[src/rtl/fb_arb_pkg.sv]
// -----------------------------------------------------------------------------
// fb_arb_pkg
// Shared types and constants for the frame-buffer arbiter slice.
//   fb_arb_state_t : arbiter FSM states (IDLE, RD_CMD, WR_CMD, WR_DATA)
//   FB_*           : default DRAM address / beat width and write burst length
//   fb_sat_inc16   : 16-bit saturating increment used by the statistics block
// -----------------------------------------------------------------------------
package fb_arb_pkg;

  localparam int FB_ADDR_WIDTH = 27;
  localparam int FB_DATA_WIDTH = 16;
  localparam int FB_BURST_LEN  = 16;

  typedef enum logic [1:0] {
    IDLE    = 2'd0,
    RD_CMD  = 2'd1,
    WR_CMD  = 2'd2,
    WR_DATA = 2'd3
  } fb_arb_state_t;

  // Statistics counters stick at all-ones instead of wrapping.
  function automatic logic [15:0] fb_sat_inc16(input logic [15:0] value);
    logic [15:0] result;
    if (value == 16'hFFFF) begin
      result = value;
    end else begin
      result = value + 16'd1;
    end
    return result;
  endfunction

endpackage

[src/rtl/fb_arb_stats.sv]
// -----------------------------------------------------------------------------
// fb_arb_stats
// Per-frame grant statistics: three saturating live counters that are copied
// to the stat_* outputs and cleared on each new_frame pulse. A grant arriving
// in the same cycle as new_frame is counted toward the new frame.
// Ports:
//   clk_pixel, rst      : pixel clock, synchronous active-high reset
//   rd_grant, wr_grant  : one-cycle grant strobes from the arbiter
//   forced_wr_grant     : write grant that pre-empted a pending read
//   new_frame           : frame-start pulse
//   stat_*              : counts captured for the previous frame
// -----------------------------------------------------------------------------
module fb_arb_stats
  import fb_arb_pkg::*;
(
  input  logic        clk_pixel,
  input  logic        rst,
  input  logic        rd_grant,
  input  logic        wr_grant,
  input  logic        forced_wr_grant,
  input  logic        new_frame,
  output logic [15:0] stat_rd_grants,
  output logic [15:0] stat_wr_grants,
  output logic [15:0] stat_forced_wr
);

  logic [15:0] live_rd_r;
  logic [15:0] live_wr_r;
  logic [15:0] live_forced_r;

  // Live counters plus frame snapshot registers.
  always_ff @(posedge clk_pixel) begin
    if (rst) begin
      live_rd_r      <= 16'd0;
      live_wr_r      <= 16'd0;
      live_forced_r  <= 16'd0;
      stat_rd_grants <= 16'd0;
      stat_wr_grants <= 16'd0;
      stat_forced_wr <= 16'd0;
    end else if (new_frame) begin
      stat_rd_grants <= live_rd_r;
      stat_wr_grants <= live_wr_r;
      stat_forced_wr <= live_forced_r;
      live_rd_r      <= {15'd0, rd_grant};
      live_wr_r      <= {15'd0, wr_grant};
      live_forced_r  <= {15'd0, forced_wr_grant};
    end else begin
      live_rd_r      <= rd_grant        ? fb_sat_inc16(live_rd_r)     : live_rd_r;
      live_wr_r      <= wr_grant        ? fb_sat_inc16(live_wr_r)     : live_wr_r;
      live_forced_r  <= forced_wr_grant ? fb_sat_inc16(live_forced_r) : live_forced_r;
    end
  end

endmodule

[src/rtl/frame_buffer_arbiter.sv]
// -----------------------------------------------------------------------------
// frame_buffer_arbiter
// Shares the DRAM frame-buffer command/write port between the display line
// prefetch reader and the effect write-back path. Each grant issues one
// command; write grants are followed by a BURST_LEN-beat write burst.
// Urgent reads always win; a waiting write is forced through after
// MAX_WR_STARVE consecutive non-urgent read grants.
// Ports:
//   clk_pixel, rst                       : pixel clock, synchronous active-high reset
//   rd_req_* / rd_urgent                 : read request channel (ready = grant)
//   wr_req_*                             : write request channel (ready = grant)
//   wr_data_in*                          : write beats from the requester
//   mem_cmd_* / mem_wdata*               : memory-controller command and write data
//   new_frame, stat_*                    : per-frame grant statistics
// Build option: define FB_ARB_STATS_EN to build the statistics counters;
// without it stat_* are tied to zero and new_frame is ignored.
// -----------------------------------------------------------------------------
module frame_buffer_arbiter
  import fb_arb_pkg::*;
#(
  parameter int ADDR_WIDTH    = FB_ADDR_WIDTH,
  parameter int DATA_WIDTH    = FB_DATA_WIDTH,
  parameter int BURST_LEN     = FB_BURST_LEN,
  parameter int MAX_WR_STARVE = 4
) (
  input  logic                  clk_pixel,
  input  logic                  rst,
  input  logic                  rd_req_valid,
  input  logic [ADDR_WIDTH-1:0] rd_req_addr,
  input  logic                  rd_urgent,
  output logic                  rd_req_ready,
  input  logic                  wr_req_valid,
  input  logic [ADDR_WIDTH-1:0] wr_req_addr,
  output logic                  wr_req_ready,
  input  logic [DATA_WIDTH-1:0] wr_data_in,
  input  logic                  wr_data_in_valid,
  output logic                  wr_data_in_ready,
  output logic                  mem_cmd_valid,
  input  logic                  mem_cmd_ready,
  output logic                  mem_cmd_write,
  output logic [ADDR_WIDTH-1:0] mem_cmd_addr,
  output logic [DATA_WIDTH-1:0] mem_wdata,
  output logic                  mem_wdata_valid,
  input  logic                  mem_wdata_ready,
  output logic                  mem_wdata_last,
  input  logic                  new_frame,
  output logic [15:0]           stat_rd_grants,
  output logic [15:0]           stat_wr_grants,
  output logic [15:0]           stat_forced_wr
);

  localparam int STARVE_W = $clog2(MAX_WR_STARVE + 1);
  localparam int BEAT_W   = $clog2(BURST_LEN);

  fb_arb_state_t       state_r;
  fb_arb_state_t       state_nxt_s;
  logic [BEAT_W-1:0]   beat_cnt_r;
  logic [BEAT_W-1:0]   beat_cnt_nxt_s;
  logic [STARVE_W-1:0] starve_cnt_r;
  logic                starve_max_s;
  logic                rd_grant_s;
  logic                wr_grant_s;
  logic                last_beat_s;

  assign starve_max_s = (starve_cnt_r == STARVE_W'(MAX_WR_STARVE));
  assign last_beat_s  = (beat_cnt_r == BEAT_W'(BURST_LEN - 1));

  // Grants only exist in IDLE and never while reset is asserted.
  assign rd_req_ready = rd_grant_s;
  assign wr_req_ready = wr_grant_s;

  // Command outputs follow the registered state, so valid rises the cycle
  // after the grant and stays up until the controller takes the command.
  assign mem_cmd_valid = (state_r == RD_CMD) || (state_r == WR_CMD);
  assign mem_cmd_write = (state_r == WR_CMD);

  // IDLE grant priority: urgent read, starved or lone write, plain read.
  always_comb begin
    rd_grant_s = 1'b0;
    wr_grant_s = 1'b0;
    if (!rst && (state_r == IDLE)) begin
      if (rd_req_valid && rd_urgent) begin
        rd_grant_s = 1'b1;
      end else if (wr_req_valid && (starve_max_s || !rd_req_valid)) begin
        wr_grant_s = 1'b1;
      end else if (rd_req_valid) begin
        rd_grant_s = 1'b1;
      end else begin
        rd_grant_s = 1'b0;
        wr_grant_s = 1'b0;
      end
    end else begin
      rd_grant_s = 1'b0;
      wr_grant_s = 1'b0;
    end
  end

  // Next state, beat counting and write-data pass-through.
  always_comb begin
    state_nxt_s      = state_r;
    beat_cnt_nxt_s   = beat_cnt_r;
    mem_wdata        = {DATA_WIDTH{1'b0}};
    mem_wdata_valid  = 1'b0;
    mem_wdata_last   = 1'b0;
    wr_data_in_ready = 1'b0;
    case (state_r)
      IDLE: begin
        if (rd_grant_s) begin
          state_nxt_s = RD_CMD;
        end else if (wr_grant_s) begin
          state_nxt_s = WR_CMD;
        end else begin
          state_nxt_s = IDLE;
        end
      end
      RD_CMD: begin
        if (mem_cmd_ready) begin
          state_nxt_s = IDLE;
        end else begin
          state_nxt_s = RD_CMD;
        end
      end
      WR_CMD: begin
        if (mem_cmd_ready) begin
          state_nxt_s    = WR_DATA;
          beat_cnt_nxt_s = {BEAT_W{1'b0}};
        end else begin
          state_nxt_s = WR_CMD;
        end
      end
      WR_DATA: begin
        mem_wdata        = wr_data_in;
        mem_wdata_valid  = wr_data_in_valid;
        wr_data_in_ready = mem_wdata_ready;
        mem_wdata_last   = last_beat_s;
        if (wr_data_in_valid && mem_wdata_ready) begin
          if (last_beat_s) begin
            state_nxt_s    = IDLE;
            beat_cnt_nxt_s = {BEAT_W{1'b0}};
          end else begin
            beat_cnt_nxt_s = beat_cnt_r + BEAT_W'(1);
          end
        end else begin
          beat_cnt_nxt_s = beat_cnt_r;
        end
      end
      default: begin
        state_nxt_s = IDLE;
      end
    endcase
  end

  // State, counters and latched command address.
  always_ff @(posedge clk_pixel) begin
    if (rst) begin
      state_r      <= IDLE;
      beat_cnt_r   <= {BEAT_W{1'b0}};
      starve_cnt_r <= {STARVE_W{1'b0}};
      mem_cmd_addr <= {ADDR_WIDTH{1'b0}};
    end else begin
      state_r    <= state_nxt_s;
      beat_cnt_r <= beat_cnt_nxt_s;
      // Only reads that bypass a waiting write count as starvation.
      if (wr_grant_s) begin
        starve_cnt_r <= {STARVE_W{1'b0}};
      end else if (rd_grant_s && wr_req_valid && !starve_max_s) begin
        starve_cnt_r <= starve_cnt_r + STARVE_W'(1);
      end else begin
        starve_cnt_r <= starve_cnt_r;
      end
      if (rd_grant_s) begin
        mem_cmd_addr <= rd_req_addr;
      end else if (wr_grant_s) begin
        mem_cmd_addr <= wr_req_addr;
      end else begin
        mem_cmd_addr <= mem_cmd_addr;
      end
    end
  end

`ifdef FB_ARB_STATS_EN
  // A write granted while a read is also pending can only be the starvation
  // override, since a pending non-urgent read otherwise wins.
  logic forced_wr_s;
  assign forced_wr_s = wr_grant_s && rd_req_valid;

  fb_arb_stats u_stats (
    .clk_pixel       (clk_pixel),
    .rst             (rst),
    .rd_grant        (rd_grant_s),
    .wr_grant        (wr_grant_s),
    .forced_wr_grant (forced_wr_s),
    .new_frame       (new_frame),
    .stat_rd_grants  (stat_rd_grants),
    .stat_wr_grants  (stat_wr_grants),
    .stat_forced_wr  (stat_forced_wr)
  );
`else
  logic unused_new_frame_s;
  assign unused_new_frame_s = new_frame;
  assign stat_rd_grants     = 16'd0;
  assign stat_wr_grants     = 16'd0;
  assign stat_forced_wr     = 16'd0;
`endif

endmodule

[config.mk]
export PLATFORM = sky130hd
export DESIGN_NAME = frame_buffer_arbiter
export DESIGN_NICKNAME = d
export VERILOG_FILES = /design/src/rtl/fb_arb_pkg.sv /design/src/rtl/fb_arb_stats.sv /design/src/rtl/frame_buffer_arbiter.sv
export SDC_FILE = /design/constraint.sdc
export NUM_CORES = 1
export LEC_CHECK = 0
export ABC_CLOCK_PERIOD_IN_PS = 2200
export CORE_AREA = 2 2 96 98
export DETAILED_ROUTE_END_ITERATION = 10
export DIE_AREA = 0 0 98 100
export PLACE_DENSITY = 0.68
export SETUP_SLACK_MARGIN = 0.1
export SLEW_MARGIN = 20
export SYNTH_ARGS = -nofsm -noshare
export SYNTH_HDL_FRONTEND = slang
export SYNTH_SLANG_ARGS = --single-unit
[constraint.sdc]
create_clock -name clk_pixel -period 2.2 [get_ports clk_pixel]
set_clock_uncertainty 0.2 [all_clocks]
set_input_delay 0.44 -clock clk_pixel [delete_from_list [all_inputs] [get_ports clk_pixel]]
set_output_delay 0.44 -clock clk_pixel [all_outputs]
set_load 0.03 [all_outputs]
# [Word-level counts from Yosys, hierarchy flattened]
# Cells that the tools add are included.
[word_totals] register_bits=36 inputBits=79 elab_cells=55
[op_classes] addsub=2 n_eq_ne=8 n_mux=24 reduce_logical=17
[ops] cell="two-way mux 27 bit" count=2
[ops] cell="two-way mux 16 bit" count=1
[ops] cell="two-way mux 1 bit" count=12
[ops] cell="two-way mux 4 bit" count=3
[ops] cell="two-way mux 2 bit" count=4
[ops] cell="one-hot mux 2 bit (4 select lines)" count=1
[ops] cell="one-hot mux 4 bit (2 select lines)" count=1
[ops] cell="logical AND 1 bit" count=6
[ops] cell="!= test 2 bit, second input constant" count=3
[ops] cell="adder 4 x 1 -> 4 bit, second input constant" count=1
[ops] cell="== test 2 bit, second input constant" count=2
[ops] cell="== test 4 bit, second input constant" count=1
[ops] cell="nonzero test 2 bit" count=2
[ops] cell="adder 3 x 1 -> 3 bit, second input constant" count=1
[ops] cell="== test 3 bit, second input constant" count=1
[ops] cell="zero test 1 bit" count=3
[ops] cell="AND reduction 3 bit" count=1
[ops] cell="== test 2 x 1 -> 1 bit, second input constant" count=1
[ops] cell="zero test 2 bit" count=1
[ops] cell="logical OR 1 bit" count=2
[ops] cell="AND reduction 2 bit" count=1
[ops] cell="OR reduction 2 bit" count=1

# [Depth between registers and ports, before layout]
# Gate-level depths: netlist (run 1).
[depth] word_depth=9 depth_mapped=7

# [Least setup slack after synthesis (run 1)]
# OpenSTA, ideal clock, no wires.
[synth_timing] path_kind="register -> output" startpoint="register starve_cnt_r[0]" endpoint="output port rd_req_ready" arrival_ns=1.521 t_required_ns=1.560 path_slack_ns=0.039 stages_incl_launch_ff=7 cell_sequence="dfxtp_1 > inv_1 > ha_1 > and4b_1 > buf_2 > buf_2 > nor2_1"
[synth_via] elab_chain_cells=6
[synth_rtl] item="start: declaration" line="frame_buffer_arbiter.sv:59" rtl="logic [STARVE_W-1:0] starve_cnt_r;"
[synth_rtl] item="start signal: assignment" line="frame_buffer_arbiter.sv:158" rtl="starve_cnt_r <= {STARVE_W{1'b0}};"
[synth_rtl] item="start signal: assignment" line="frame_buffer_arbiter.sv:165" rtl="starve_cnt_r <= {STARVE_W{1'b0}};"
[synth_rtl] item="start signal: assignment" line="frame_buffer_arbiter.sv:167" rtl="starve_cnt_r <= starve_cnt_r + STARVE_W'(1);"
[synth_rtl] item="== test 3 bit" line="frame_buffer_arbiter.sv:65" rtl="assign starve_max_s = (starve_cnt_r == STARVE_W'(MAX_WR_STARVE));"
[synth_rtl] item="logical OR 1 bit" line="frame_buffer_arbiter.sv:84" rtl="end else if (wr_req_valid && (starve_max_s || !rd_req_valid)) begin"
[synth_rtl] item="logical AND 1 bit" line="frame_buffer_arbiter.sv:84"
[synth_rtl] item="two-way mux 1 bit" line="frame_buffer_arbiter.sv:84"
[synth_rtl] item="two-way mux 1 bit" line="frame_buffer_arbiter.sv:82" rtl="if (rd_req_valid && rd_urgent) begin"
[synth_rtl] item="two-way mux 1 bit" line="frame_buffer_arbiter.sv:81" rtl="if (!rst && (state_r == IDLE)) begin"
[synth_rtl] item="end: declaration" line="frame_buffer_arbiter.sv:31" rtl="output logic rd_req_ready,"
# Every way passes these cells.

# [Worst setup path in the final report (run 1)]
[layout_timing] startpoint="register state_r[0]" endpoint="output port mem_cmd_valid"
[layout_via] elab_chain_cells=2 word_cells_on_any_way=3 cone_classes="2 x eq/ne; 1 x reduce/logical"
[layout_rtl] item="start: declaration" line="frame_buffer_arbiter.sv:55" rtl="fb_arb_state_t state_r;"
[layout_rtl] item="start signal: assignment" line="frame_buffer_arbiter.sv:161" rtl="state_r <= state_nxt_s;"
[layout_rtl] item="== test 2 x 1 -> 1 bit / == test 2 bit (equally long branches)" line="frame_buffer_arbiter.sv:74" rtl="assign mem_cmd_valid = (state_r == RD_CMD) || (state_r == WR_CMD);"
[layout_rtl] item="logical OR 1 bit (*)" line="frame_buffer_arbiter.sv:74"
[layout_rtl] item="end: declaration" line="frame_buffer_arbiter.sv:38" rtl="output logic mem_cmd_valid,"
# Mark *: on every way between the ends. The rest lies on a longest branch, timed or not.

==> impl_metrics.ini, run 1 <==
[detailed_routing]
first_pass_iters = 4
via_per_inst = 4.81
drt_iter0_drc = 102
drcViolationCount = 0
wl_um = 7860
vias = 2634
wire_per_inst_um = 14.3
ant_nets = 0

[synth]
synth_cell_types = 40
synth_top_cell_by_area = dfxtp_1
ys_seq_area_frac = 0.292
async_reset_ff_frac = 0
ys_ff_latch = 36
synthTopCellsByArea = dfxtp_1 29%, buf_4 15%, a211oi_1 10%
synth_warnings = 0
ys.flop_type = dfxtp_1
syn-cell-area_um2 = 2470
synthCells = 302
syn_avg_cell_area_um2 = 8.17
yosysTopAreaCellShare = 0.292
synth_edf_count = 0

[floorplanning]
die_x_um = 98
die_area_um2 = 9800
io_pins = 177
initial_core_util = 0.278
fp.dieH_um = 100
rows = 35
coreArea_um2 = 8890

[finish]
syn2layout_area_growth_pct = 58.9
postLayoutCoreUtil = 0.441
multi_input_area_um2 = 1480
final_nets = 523
final_layout_size_suffix_gt1_frac = 0.169
nFillCells = 887
diodes = 0
register_area_um2 = 726

[setup_path]
worst-setup-path-type = flop to output pin
cp_cell_sequence = inv_2, ha_4, clkdlybuf4s15_1
slowest_stage = dfxtp_2
startpoint_type = flop
arrival_ns = 1.39
crit_fanout = 4
critPathMaxStageDelay_ns = 0.39
critPathRequiredTime_ns = 1.56
cp-end-kind = output pin

[clock_network]
root_buffer = clkbuf_8
clock_latency_ns = 0.28
cts_tree = done
cts_sinks = 36
cts_buffers = 5
cts.htree.levels = 2
clk_pin_slew_ns = 0.07
cts_max_path_buffers = 2

[global_route]
grt.total_usage = 0.153
grt_first_pass_wirelength_um = 12400
grt_pass1_vias = 2495
grt_max_degree = 28
grt_antenna_before_repair = 0
gr-total-overflow = 0

[place]
dp_worst_setup_slack_ns = -0.301
io_buffers = 127
place_congestion = 0.888
hpwl_um = 5680

[sta]
setup_ws_ns = 0.173
layout_min_cycle_time_ns = 2.03
grt_setup_unrepaired = no
slew_headroom = 0.569
max_freq_ghz = 0.493
tightest_slew_ns = 0.645
setup_violations = 0
drv_slew = 0
holdWs_ns = 0.291
timing_hold_violations_final = 0
period_share = 0.921

[pwr]
irDropWorstVdd_mv = 0.227
p_leak_nw = 1.57
cellPowerDensity_nw_per_um2 = 489

[hold_path]
hp-class = flop to flop

[run_status]
status = complete, no violations

[flow_run]
cap_violations = 0
==> registers in the layout (all words and copies together) (netlist names) <==
signal and flops:
state_r 2, starve_cnt_r 3, mem_cmd_addr 27, beat_cnt_r 4
==> critical path: cells and delay by family (launching register included) <==
kind	cells	cell delay (ns)
buffers and inverters	2	0.45
adders and majority gates	1	0.26
DFF	1	0.39
==> cell families (layout without fill, tap and decap cells) <==
logic type	Yosys count	in the layout	synth area share
muxes	3	3	0.0127
DFF	36	36	0.292
buffers and inverters	82	170	0.201
adders and majority gates	7	7	0.0355
AOI/OAI and AO/OA	107	107	0.312
and+or+nand+nor	66	66	0.146
other	1	48	0.00152
==> layer usage <==
layer,track usage,wire [um]
met5,0,0
met3,0.0369,573
met1,0.200,3520
met2,0.262,3720
met4,0.0256,38
==> timing repair <==
item	4_1_cts	5_1_grt
pin swaps	1	3
endpoints found under the setup margin	50	30
setup buffers	2	3
hold buffers	0	0
resized for setup	13	15
==> cells in the final DEF (no fill, tap or decap), types with 5 or more instances in the layout <==
cell,netlist,routed
and2_1,20,20
a211oi_1,33,33
o21ai_0,25,25
dfxtp_1,36,32
clkbuf_8,0,5
clkdlybuf4s50_1,0,100
o21ai_1,6,6
inv_1,8,5
a311oi_1,28,28
conb_1,1,48
buf_4,48,43
nor2_1,28,27
==> cell type report <==
type                    count  share of cell area
clock buffers               6              0.0185
multi-input cells         231               0.378
repair buffers            155               0.374
well taps                 111              0.0354
clock inverters             1             0.00128
inverters                   8             0.00766
flip-flops and latches     36               0.185
==> synthesized netlist by cell type (3+ instances only) <==
cell type,number
nand3_1,3
nand3b_1,3
o21ai_1,6
buf_2,6
and2_1,20
a311oi_1,28
buf_4,48
o31ai_1,3
a211oi_1,33
o21ai_0,25
inv_1,8
ha_1,7
dfxtp_1,36
nor2_1,28
clkbuf_1,18
==> per-stage QoR <==
stage | power, W | std cells | TNS, ns | cell area [um^2]
after global routing | 0.00202 | 548 | 0 | 3920
after floorplan | 0.00121 | 349 | 0 | 2650
after global placement | 0.00146 | 536 | -7.40 | 3750
after detailed placement | 0.00147 | 536 | -7.31 | 3750
after CTS | 0.00193 | 545 | 0 | 3860
final | 0.00192 | 548 | 0 | 3920
==> report_power, final <==
part	internal, W	switching, W
clock network	0.000216	0.000230
logic	0.000321	0.000413
registers	0.000708	0.0000311
total	0.00124	0.000675
==> final timing paths <==
kind                           startpoint  slack (ns)                      endpoint  cells after the start
max               state_r[0]$_SDFFE_PP0P_        0.17                 mem_cmd_valid                      3
min reg2reg  starve_cnt_r[0]$_SDFFE_PP0P_        0.29  starve_cnt_r[0]$_SDFFE_PP0P_                      2
max reg2reg       state_r[0]$_SDFFE_PP0P_        0.26    beat_cnt_r[3]$_SDFFE_PP0P_                      5
min          starve_cnt_r[0]$_SDFFE_PP0P_        0.29  starve_cnt_r[0]$_SDFFE_PP0P_                      2
Power figures use the tool's default switching activity.
==> run 2, diff against run 1 <==
--- a/config.mk
+++ b/config.mk
@@ -6,10 +6,11 @@
 export NUM_CORES = 1
 export LEC_CHECK = 0
 export ABC_CLOCK_PERIOD_IN_PS = 2200
-export CORE_AREA = 2 2 96 98
+export CORE_AREA = 2 2 87 89
+export CTS_BUF_LIST = sky130_fd_sc_hd__clkbuf_4 sky130_fd_sc_hd__clkbuf_8
 export DETAILED_ROUTE_END_ITERATION = 10
-export DIE_AREA = 0 0 98 100
-export PLACE_DENSITY = 0.68
+export DIE_AREA = 0 0 89 91
+export PLACE_DENSITY = 0.8
 export SETUP_SLACK_MARGIN = 0.1
 export SLEW_MARGIN = 20
 export SYNTH_ARGS = -nofsm -noshare
==> impl_metrics.ini, run 2 (same netlist as run 1, synthesis figures left out) <==
[setup_path]
startpoint_type = flop
cp_cell_sequence = inv_2, ha_4, nand3b_1, a21o_1, inv_1, buf_6
r2r-start = state_r[0]$_SDFFE_PP0P_
timing.rr.end = beat_cnt_r[0]$_SDFFE_PP0P_
worst-path-stages = 6
arrival_ns = 1.39
crit_buf_inv = 3
worst-setup-path-type = flop to output pin
r2r_cells = 6
critPathRequiredTime_ns = 1.56
r2r_setup_slack_ns = 0.25
cp-end-kind = output pin
critPathMaxStageDelay_ns = 0.35
crit_family = flip-flops
slowest_stage = dfxtp_2
crit_fanout = 7

[place]
dp.cells = 525
io_buffers = 127
dp_worst_setup_slack_ns = -0.0530
place_congestion = 0.837
hpwl_um = 5580

[finish]
register_area_um2 = 726
largest_reg_flops = 27
final_nets = 521
regMostFlops = mem_cmd_addr
final_common_cell = clkdlybuf4s50_1
nFillCells = 680
top_regs = mem_cmd_addr x27, beat_cnt_r x4, starve_cnt_r x3
final_layout_size_suffix_gt1_frac = 0.167
multi_input_area_um2 = 1450
layout_common_cells = 100 x clkdlybuf4s50_1, 48 x conb_1, 41 x buf_4, 33 x a211oi_1, 32 x dfxtp_1
diodes = 0
syn2layout_area_growth_pct = 58.3
stdcell_count = 535

[detailed_routing]
wire_per_inst_um = 14.1
ant_nets = 0
vias = 2648
drt_iter0_drc = 82
via_per_inst = 4.95
first_pass_iters = 4
drcViolationCount = 0
wl_um = 7550

[global_route]
grt_antenna_before_repair = 0
grt.total_usage = 0.181
grt_pass1_vias = 2541
grt_max_degree = 29
gr-total-overflow = 0
grt_first_pass_wirelength_um = 12000

[sta]
period_share = 0.921
max_freq_ghz = 0.493
setup_ws_ns = 0.173
setup_violations = 0
grt_setup_unrepaired = yes
drv_slew = 0
timing_hold_violations_final = 0
layout_min_cycle_time_ns = 2.03

[floorplanning]
coreArea_um2 = 7140
die_x_um = 89
rows = 31
die_area_um2 = 8100
initial_core_util = 0.346
io_pins = 177
fp.dieH_um = 91

[pwr]
p_switching_w = 0.000674
p_clk_frac = 0.287
cellPowerDensity_nw_per_um2 = 522
p_comb_frac = 0.351
p_leak_nw = 1.59
seq_power_share = 0.362
p_int_w = 0.00137
irDropWorstVdd_mv = 0.286
swShare = 0.330

[clock_network]
cts.htree.levels = 2
cts_max_path_buffers = 2
clock_latency_ns = 0.28
cts_tree = done
clk_pin_slew_ns = 0.08
root_buffer = clkbuf_8
hold_buffers = 0
cts_sinks = 36
cts_buffers = 5

[flow_run]
cap_violations = 0

[run_status]
status = complete, no violations

[hold_path]
hold-path-endpoint = mem_cmd_addr[10]$_SDFFE_PP0P_
hold_path_depth = 2
hp-class = flop to flop
min_from = mem_cmd_addr[10]$_SDFFE_PP0P_
[run 2: cell types whose count changed in the layout (fill, tap and decap cells not counted), moves of 2 or more]
cell,delta
nor2_2,+2
nor2_4,-2
buf_4,-2
ha_4,-2
[run 2: worst max path at each step]
stage	from	end
6_report	state_r[0]$_SDFFE_PP0P_	wr_req_ready
5_1_grt	state_r[0]$_SDFFE_PP0P_	wr_req_ready
4_1_cts	rd_urgent	rd_req_ready
3_5_place_dp	rst	mem_cmd_addr[22]$_SDFFE_PP0P_
3_3_place_gp	rst	mem_cmd_addr[21]$_SDFFE_PP0P_
2_1_floorplan	state_r[0]$_SDFFE_PP0P_	beat_cnt_r[3]$_SDFFE_PP0P_
[run 2: through the flow]
step	area (um^2)	hold WS (ns)	utilization	setup TNS, ns	total power (W)
after global routing	3910	0.314	0.548	0	0.00215
final	3910	0.298	0.548	0	0.00204
after CTS	3900	0.301	0.547	0	0.00206
after detailed placement	3750	0.288	0.526	-0.198	0.00147
after floorplan	2650	0.260	-	0	0.00121
after global placement	3750	0.281	0.526	0	0.00146
[run 2: tightest hold or removal path, stage by stage (launching register included)]
cell and delay, ns:
dfxtp_1 0.31, nor2_1 0.09, a211oi_1 0.05
[run 2: power groups by stage]
stage          clock network, W  registers (W)  logic, W
2_1_floorplan                 0       0.000854  0.000355
3_3_place_gp                  0       0.000751  0.000705
3_5_place_dp                  0       0.000754  0.000713
4_1_cts                0.000607       0.000739  0.000719
5_1_grt                0.000634       0.000745  0.000767
6_report               0.000586       0.000739  0.000716
[run 2: cell type report]
class	instances	share of cell area
repair buffers	153	0.375
flip-flops and latches	36	0.186
well taps	99	0.0317
clock inverters	2	0.00896
clock buffers	6	0.0195
inverters	8	0.00768
multi-input cells	231	0.372
[run 2: routing by layer]
metal  track usage  part of all wire  vias up
met5             0                 0        -
met4        0.0361            0.0017        0
met3        0.0373             0.072        2
met2         0.306              0.49      120
met1         0.237              0.44     1244
li1              -                 -     1282
[run 2: repair_timing]
item	4_1_cts	5_1_grt
gates resized for setup	15	8
pin swaps	1	2
setup buffers	2	0
setup endpoints to repair	5	16
endpoints found under the hold margin	0	0
